<file path="src/rtl/ds_dram_master_pkg.sv">
// Shared types and widths for the 2x2 downsampling RAM initiator.
package ds_pkg;
  localparam int ADDR_W = 16;
  localparam int DATA_W = 8;
  localparam int ACC_W  = 10;

  typedef enum logic [3:0] {
    ST_IDLE,
    ST_LOAD,
    ST_RD0,
    ST_RD1,
    ST_RD2,
    ST_RD3,
    ST_WR,
    ST_DUMP,
    ST_DONE
  } ds_state_t;
endpackage

</file>
<file path="src/rtl/ds_dram_master_if.sv">
// Data-RAM port: single-cycle strobes plus the preload/dump request handshake.
// Handshake: mem_rd_en/mem_wr_en are held high until the matching sticky done
// input is seen high; mem_read/mem_write act on the rising edge they are high.
interface ds_dram_master_if;
  import ds_pkg::*;

  logic [ADDR_W-1:0] mem_addr;
  logic              mem_read;
  logic              mem_write;
  logic [DATA_W-1:0] mem_wdata;
  logic [DATA_W-1:0] mem_rdata;
  logic              mem_rd_en;
  logic              mem_wr_en;
  logic              mem_rd_done;
  logic              mem_wr_done;

  modport master (
    output mem_addr, mem_read, mem_write, mem_wdata, mem_rd_en, mem_wr_en,
    input  mem_rdata, mem_rd_done, mem_wr_done
  );

  modport slave (
    input  mem_addr, mem_read, mem_write, mem_wdata, mem_rd_en, mem_wr_en,
    output mem_rdata, mem_rd_done, mem_wr_done
  );
endinterface

</file>
<file path="src/rtl/ds_dram_master_addr_gen.sv">
// Incremental source/destination pointers and block counters for the 2x2 walk.
module ds_addr_gen
  import ds_pkg::*;
#(
  parameter int                IMG_W    = 128,
  parameter int                IMG_H    = 128,
  parameter logic [ADDR_W-1:0] SRC_BASE = 16'h0000,
  parameter logic [ADDR_W-1:0] DST_BASE = 16'h4000
) (
  input  logic              clk,
  input  logic              rst_n,
  input  logic              clear,
  input  logic              advance,
  output logic [ADDR_W-1:0] src0,
  output logic [ADDR_W-1:0] src1,
  output logic [ADDR_W-1:0] src2,
  output logic [ADDR_W-1:0] src3,
  output logic [ADDR_W-1:0] dst,
  output logic              last
);
  localparam logic [ADDR_W-1:0] ROW    = ADDR_W'(IMG_W);
  localparam logic [ADDR_W-1:0] LAST_C = ADDR_W'(IMG_W / 2 - 1);
  localparam logic [ADDR_W-1:0] LAST_R = ADDR_W'(IMG_H / 2 - 1);

  logic [ADDR_W-1:0] src_q;
  logic [ADDR_W-1:0] dst_q;
  logic [ADDR_W-1:0] blk_r;
  logic [ADDR_W-1:0] blk_c;

  always_ff @(posedge clk or negedge rst_n) begin
    if (!rst_n) begin
      src_q <= SRC_BASE;
      dst_q <= DST_BASE;
      blk_r <= '0;
      blk_c <= '0;
    end else if (clear) begin
      src_q <= SRC_BASE;
      dst_q <= DST_BASE;
      blk_r <= '0;
      blk_c <= '0;
    end else if (advance) begin
      dst_q <= dst_q + ADDR_W'(1);
      // Row end also skips the odd source row already consumed by RD2/RD3.
      if (blk_c == LAST_C) begin
        src_q <= src_q + ROW + ADDR_W'(2);
        blk_c <= '0;
        blk_r <= blk_r + ADDR_W'(1);
      end else begin
        src_q <= src_q + ADDR_W'(2);
        blk_c <= blk_c + ADDR_W'(1);
      end
    end
  end

  assign src0 = src_q;
  assign src1 = src_q + ADDR_W'(1);
  assign src2 = src_q + ROW;
  assign src3 = src_q + ROW + ADDR_W'(1);
  assign dst  = dst_q;
  assign last = (blk_r == LAST_R) && (blk_c == LAST_C);
endmodule

</file>
<file path="src/rtl/ds_dram_master.sv">
// Downsampling RAM initiator: preload, 2x2 average over the image, write back, dump.
module ds_dram_master
  import ds_pkg::*;
#(
  parameter int                IMG_W    = 128,
  parameter int                IMG_H    = 128,
  parameter logic [ADDR_W-1:0] SRC_BASE = 16'h0000,
  parameter logic [ADDR_W-1:0] DST_BASE = 16'h4000
) (
  input  logic              clk,
  input  logic              rst_n,
  input  logic              start,
  output logic              busy,
  output logic              done,
  output ds_state_t         state,
  ds_dram_master_if.master  mem
);
  ds_state_t         state_q;
  ds_state_t         state_d;
  logic [ACC_W-1:0]  acc_q;
  logic [ACC_W-1:0]  sum;
  logic              clear;
  logic              advance;
  logic [ADDR_W-1:0] src0;
  logic [ADDR_W-1:0] src1;
  logic [ADDR_W-1:0] src2;
  logic [ADDR_W-1:0] src3;
  logic [ADDR_W-1:0] dst;
  logic              last;

  ds_addr_gen #(
    .IMG_W    (IMG_W),
    .IMG_H    (IMG_H),
    .SRC_BASE (SRC_BASE),
    .DST_BASE (DST_BASE)
  ) u_addr_gen (
    .clk     (clk),
    .rst_n   (rst_n),
    .clear   (clear),
    .advance (advance),
    .src0    (src0),
    .src1    (src1),
    .src2    (src2),
    .src3    (src3),
    .dst     (dst),
    .last    (last)
  );

  assign sum   = acc_q + ACC_W'(mem.mem_rdata);
  assign busy  = (state_q != ST_IDLE);
  assign state = state_q;

  always_ff @(posedge clk or negedge rst_n) begin
    if (!rst_n) state_q <= ST_IDLE;
    else        state_q <= state_d;
  end

  // rdata always belongs to the address driven one state earlier.
  always_ff @(posedge clk or negedge rst_n) begin
    if (!rst_n) begin
      acc_q <= '0;
    end else begin
      case (state_q)
        ST_IDLE:        if (start) acc_q <= '0;
        ST_RD1:         acc_q <= ACC_W'(mem.mem_rdata);
        ST_RD2, ST_RD3: acc_q <= sum;
        default:        acc_q <= acc_q;
      endcase
    end
  end

  always_comb begin
    state_d       = state_q;
    clear         = 1'b0;
    advance       = 1'b0;
    done          = 1'b0;
    mem.mem_addr  = '0;
    mem.mem_read  = 1'b0;
    mem.mem_write = 1'b0;
    mem.mem_wdata = '0;
    mem.mem_rd_en = 1'b0;
    mem.mem_wr_en = 1'b0;
    case (state_q)
      ST_IDLE: begin
        if (start) begin
          clear   = 1'b1;
          state_d = ST_LOAD;
        end
      end
      ST_LOAD: begin
        mem.mem_rd_en = 1'b1;
        if (mem.mem_rd_done) state_d = ST_RD0;
      end
      ST_RD0: begin
        mem.mem_read = 1'b1;
        mem.mem_addr = src0;
        state_d      = ST_RD1;
      end
      ST_RD1: begin
        mem.mem_read = 1'b1;
        mem.mem_addr = src1;
        state_d      = ST_RD2;
      end
      ST_RD2: begin
        mem.mem_read = 1'b1;
        mem.mem_addr = src2;
        state_d      = ST_RD3;
      end
      ST_RD3: begin
        mem.mem_read = 1'b1;
        mem.mem_addr = src3;
        state_d      = ST_WR;
      end
      ST_WR: begin
        mem.mem_write = 1'b1;
        mem.mem_addr  = dst;
        mem.mem_wdata = sum[ACC_W-1:2];
        advance       = 1'b1;
        state_d       = last ? ST_DUMP : ST_RD0;
      end
      ST_DUMP: begin
        mem.mem_wr_en = 1'b1;
        if (mem.mem_wr_done) state_d = ST_DONE;
      end
      ST_DONE: begin
        done    = 1'b1;
        state_d = ST_IDLE;
      end
      default: state_d = ST_IDLE;
    endcase
  end
endmodule
</file>
<file path="src/flat_wrapper.sv">
// flat-port wrapper written by rule: the top's interface ports become plain ports
module ds_dram_master_flat import ds_pkg::*;
#(
  parameter int                IMG_W    = 128,
  parameter int                IMG_H    = 128,
  parameter logic [ADDR_W-1:0] SRC_BASE = 16'h0000,
  parameter logic [ADDR_W-1:0] DST_BASE = 16'h4000
)
  (clk, rst_n, start, busy, done, state, mem_mem_addr, mem_mem_read, mem_mem_write, mem_mem_wdata, mem_mem_rd_en, mem_mem_wr_en, mem_mem_rdata, mem_mem_rd_done, mem_mem_wr_done);
  ds_dram_master_if mem_i ();
  input  logic clk;
  input  logic rst_n;
  input  logic start;
  output logic busy;
  output logic done;
  output ds_state_t state;
  output wire logic [$bits(mem_i.mem_addr)-1:0] mem_mem_addr;
  output wire logic [$bits(mem_i.mem_read)-1:0] mem_mem_read;
  output wire logic [$bits(mem_i.mem_write)-1:0] mem_mem_write;
  output wire logic [$bits(mem_i.mem_wdata)-1:0] mem_mem_wdata;
  output wire logic [$bits(mem_i.mem_rd_en)-1:0] mem_mem_rd_en;
  output wire logic [$bits(mem_i.mem_wr_en)-1:0] mem_mem_wr_en;
  input wire logic [$bits(mem_i.mem_rdata)-1:0] mem_mem_rdata;
  input wire logic [$bits(mem_i.mem_rd_done)-1:0] mem_mem_rd_done;
  input wire logic [$bits(mem_i.mem_wr_done)-1:0] mem_mem_wr_done;
  assign mem_mem_addr = mem_i.mem_addr;
  assign mem_mem_read = mem_i.mem_read;
  assign mem_mem_write = mem_i.mem_write;
  assign mem_mem_wdata = mem_i.mem_wdata;
  assign mem_mem_rd_en = mem_i.mem_rd_en;
  assign mem_mem_wr_en = mem_i.mem_wr_en;
  assign mem_i.mem_rdata = mem_mem_rdata;
  assign mem_i.mem_rd_done = mem_mem_rd_done;
  assign mem_i.mem_wr_done = mem_mem_wr_done;
  ds_dram_master #(.IMG_W(IMG_W), .IMG_H(IMG_H), .SRC_BASE(SRC_BASE), .DST_BASE(DST_BASE)) u_core (.clk(clk), .rst_n(rst_n), .start(start), .busy(busy), .done(done), .state(state), .mem(mem_i));
endmodule
</file>
<file path="config.mk">
export PLATFORM = sky130hd
export DESIGN_NAME = ds_dram_master_flat
export DESIGN_NICKNAME = d
export VERILOG_FILES = /design/src/rtl/ds_dram_master_pkg.sv /design/src/rtl/ds_dram_master_if.sv /design/src/rtl/ds_dram_master_addr_gen.sv /design/src/rtl/ds_dram_master.sv /design/src/flat_wrapper.sv
export SDC_FILE = /design/constraint.sdc
export NUM_CORES = 1
export LEC_CHECK = 0
export ABC_AREA = 0
export ABC_CLOCK_PERIOD_IN_PS = 5400
export CORE_MARGIN = 2
export CORE_UTILIZATION = 44
export CTS_CLUSTER_DIAMETER = 120
export DETAILED_ROUTE_END_ITERATION = 10
export GPL_TIMING_DRIVEN = 0
export SYNTH_ARGS = -nofsm -noshare
export SYNTH_HDL_FRONTEND = slang
export SYNTH_SLANG_ARGS = --single-unit
</file>
<file path="constraint.sdc">
create_clock -name clk -period 5.4 [get_ports clk]
set_input_delay 1.35 -clock clk [delete_from_list [all_inputs] [get_ports clk]]
set_output_delay 1.35 -clock clk [all_outputs]
set_load 0.005 [all_outputs]
</file>
==> run_results.csv <==
group,metric,value,unit
routing,viasPerCell,5.74,
clocking,numCtsBuffers,9,
grt,grt_pass1_wl,21600,um
grt,antenna_found_initial,0,
clocking,clkLatencyLatePin,0.37,ns
floorplan,rows,38,
floorplan,dieArea,0.0120,mm2
floorplan,die_y,110,um
finish,fin_area,0.00581,mm2
clocking,cts_root_buf,"clkbuf_8",
synthesis,synthCells,575,
placed_design,gp_congestion,0.852,
synthesis,syn_area,0.00491,mm2
routing,drc,0,
worst_setup_path,timing.critical_path.buf_inv,3,
finish,antenna_cells,0,
worst_setup_path,crit_top_cell,"clkdlybuf4s50_1",
worst_setup_path,crit_path_end_kind,"output port",
clocking,clock_sinks,77,
placed_design,numPortBuffers,46,
power_and_ir_drop,p_per_area,220,mW/mm2
min_path,worstHoldPathType,"reg -> reg",
worst_setup_path,cp_max_fo,2,
timing,maxSlewHeadroom,0.179,
finish,fin_nets,661,
synthesis,synth.most_common_cell,"nor2_1",
placed_design,placed_cell_area,0.00557,mm2
floorplan,coreArea,0.0109,mm2
timing,period_share,0.967,
synthesis,synth_top_area_frac,0.387,
synthesis,ys.flop_type,"dfrtp_1",
worst_setup_path,crit_required,4.05,ns
synthesis,ys_top_cells_by_area,"dfrtp_1 39%, nor2_1 5.9%, xor2_1 5.7%, nand2_1 4.7%, o21ai_0 4.2%",
routing,dr.pass1.iters,5,
grt,grt_usage,0.234,
finish,num-fill-cells,1042,
floorplan,die_width,110,um
timing,hold_violations,0,
routing,ant_nets,0,
synthesis,synth_seq_cells,77,
timing,clock_skew,0.0106,ns
synthesis,synth_edf_count,0,
finish,final_layout_size_suffix_gt1_frac,0.0626,
clocking,clkTransAtPathRegs,0.08,ns
placed_design,hpwl,9510,um
synthesis,synthTopCellsByCount,"77 x nor2_1, 76 x dfrtp_1, 61 x nand2_1",
timing,finalSetupViolations,0,
clocking,hold_buffers,0,
synthesis,avgSynthCellArea,8.54,um2
grt,grt_max_degree,51,
worst_setup_path,crit_family,"buffers and inverters",
worst_setup_path,worst-setup-path-type,"in -> out",
status,status,"completed",
routing,dr_total_vias,4469,
synthesis,synth-seq-area-share,0.393,
synthesis,synth.net_count,602,
power_and_ir_drop,p_total,1.28,mW
floorplan,start_util,0.451,
worst_setup_path,r2r_setup_slack,2.72,ns
worst_setup_path,cp.arrival,3.87,ns
finish,area_delta_synth_final,18.3,%
grt,grt-ovfl-total,0,
routing,initialDrtViolationCount,294,
timing,fmax,192,MHz
worst_setup_path,critPathLaunchType,"input port",
clocking,cts_tree,"done",
worst_setup_path,critPathMaxStageDelay,0.52,ns
clocking,ctsLongestPathBuffers,2,
timing,period_needed,5.22,ns
synthesis,synth_top_cell_by_area,"dfrtp_1",
power_and_ir_drop,p_leak,2.39,nW
worst_setup_path,cp_slowest_cell,"clkdlybuf4s50_1",
routing,finalWirelength,13000,um
synthesis,ys_warn_count,0,
job,max_cap_violations,0,
floorplan,ios,47,
power_and_ir_drop,ir_drop,124,uV
grt,grt_pass1_vias,4271,
clocking,htreeDepth,3,
timing,drv_slew,0,
synthesis,synth_cell_types,67,
worst_setup_path,crit_chain,"clkdlybuf4s50_1 > ha_1 > inv_1 > fa_1 > nor2b_1 > o21ai_0 > a21boi_1 > o21ai_1 > a21oi_2 > xnor2_1 > nor2_1 > clkdlybuf4s50_1",
routing,post_drt_wl_per_cell,16.7,um
synthesis,async_flop_share,1.00,
timing,tightest_slew,1.22,ns
## tightest hold or removal path, delay by kind of cell, from the launching register on
family          cells  cell delay (ns)
flops               1             0.35
buf+inv             1             0.05
compound gates      1             0.07
## worst paths after layout
check	from	end	cells after the start
min reg2reg	u_core.acc_q[0]$_DFFE_PN0P_	u_core.acc_q[0]$_DFFE_PN0P_	2
min in group asynchronous	rst_n	u_core.acc_q[5]$_DFFE_PN0P_	1
min	u_core.acc_q[0]$_DFFE_PN0P_	u_core.acc_q[0]$_DFFE_PN0P_	2
max	mem_mem_rdata[0]	mem_mem_wdata[6]	12
max reg2reg	u_core.state[1]$_DFFE_PN0P_	u_core.u_addr_gen.blk_c[3]$_DFFE_PN0N_	7
max in group asynchronous	rst_n	u_core.u_addr_gen.blk_c[6]$_DFFE_PN0N_	2
## placed cells by master, fill, tap and decap left out, types with 3 or more instances in the layout
| master | synthesis | routed |
|---|---|---|
| ha_1 | 13 | 13 |
| a22o_1 | 10 | 10 |
| nand3_1 | 33 | 33 |
| nor4_1 | 5 | 5 |
| o31ai_1 | 5 | 5 |
| a31oi_1 | 4 | 4 |
| clkbuf_1 | 17 | 19 |
| a22oi_1 | 9 | 9 |
| nand2_1 | 61 | 61 |
| nor3_1 | 6 | 6 |
| inv_1 | 17 | 17 |
| clkdlybuf4s50_1 | 0 | 45 |
| o21ai_0 | 41 | 40 |
| buf_2 | 4 | 4 |
| nor2_1 | 77 | 77 |
| dfrtp_1 | 76 | 76 |
| and2_1 | 5 | 5 |
| xor2_1 | 32 | 32 |
| mux2i_1 | 4 | 4 |
| and4_1 | 3 | 3 |
| buf_1 | 5 | 5 |
| a221o_1 | 5 | 5 |
| clkbuf_8 | 0 | 11 |
| xnor2_1 | 20 | 20 |
| or3_1 | 10 | 10 |
| a21oi_1 | 27 | 26 |
| and3_1 | 13 | 13 |
| nand2b_1 | 5 | 5 |
| nand4_1 | 13 | 13 |
| o21ai_1 | 5 | 6 |
## layout make-up
type,instances,area [um2],share of cell area
well taps,140,175,0.0301
clock inverters,3,67.6,0.0116
repair buffers,48,493,0.0848
flip-flops and latches,77,1930,0.332
plain buffers,27,114,0.0196
inverters,18,67.6,0.0116
multi-input cells,453,2810,0.483
clock buffers,13,159,0.0273
## logic make-up (layout without fill, tap and decap cells)
group	after synthesis	in the layout	synth area share
XOR/XNOR	52	52	0.0927
buffers and inverters	45	109	0.0369
flip-flops	77	77	0.393
AND/OR/NAND/NOR	250	250	0.256
AO/OA/AOI/OAI	132	132	0.173
adder cells (fa/ha/maj)	14	14	0.0372
multiplexers	5	5	0.0112
## metrics by stage
stage | utilization | TNS, ns | setup slack [ns] | hold slack, ns | std cells
2_1_floorplan | - | 0 | 1.27 | 0.463 | 575
4_1_cts | 0.533 | 0 | 0.0657 | 0.504 | 778
3_5_place_dp | 0.512 | 0 | 0.0721 | 0.486 | 762
5_1_grt | 0.534 | -0.0250 | -0.0250 | 0.540 | 779
3_3_place_gp | 0.510 | 0 | 0.0243 | 0.475 | 761
6_report | 0.534 | 0 | 0.181 | 0.503 | 779
## report_power, final
part	total [mW]	switching [mW]	internal [mW]
Clock	0.508	0.222	0.286
Combinational	0.161	0.0840	0.0767
Sequential	0.610	0.0147	0.595
## per-layer routing
layer  vias to the layer above  GRT usage  routed length, um  part of all wire
met5                         -          0                  0                 0
met4                         0     0.0859                243             0.019
met3                        21     0.0326                548             0.042
met2                        96      0.378               6150              0.47
met1                      2184      0.321               6090              0.47
li1                       2168          -                  -                 -
## registers in the layout, summed over array words and instances, names as in the netlist
signal	cells
u_core.acc_q	10
u_core.u_addr_gen.blk_r	16
u_core.u_addr_gen.src0	15
u_core.u_addr_gen.dst	16
u_core.state	4
u_core.u_addr_gen.blk_c	16
## repair_timing
action	CTS	global route
endpoints found under the setup margin	0	2
setup buffers	0	1
gates resized for setup	0	3
Power figures use the tool's default switching activity.
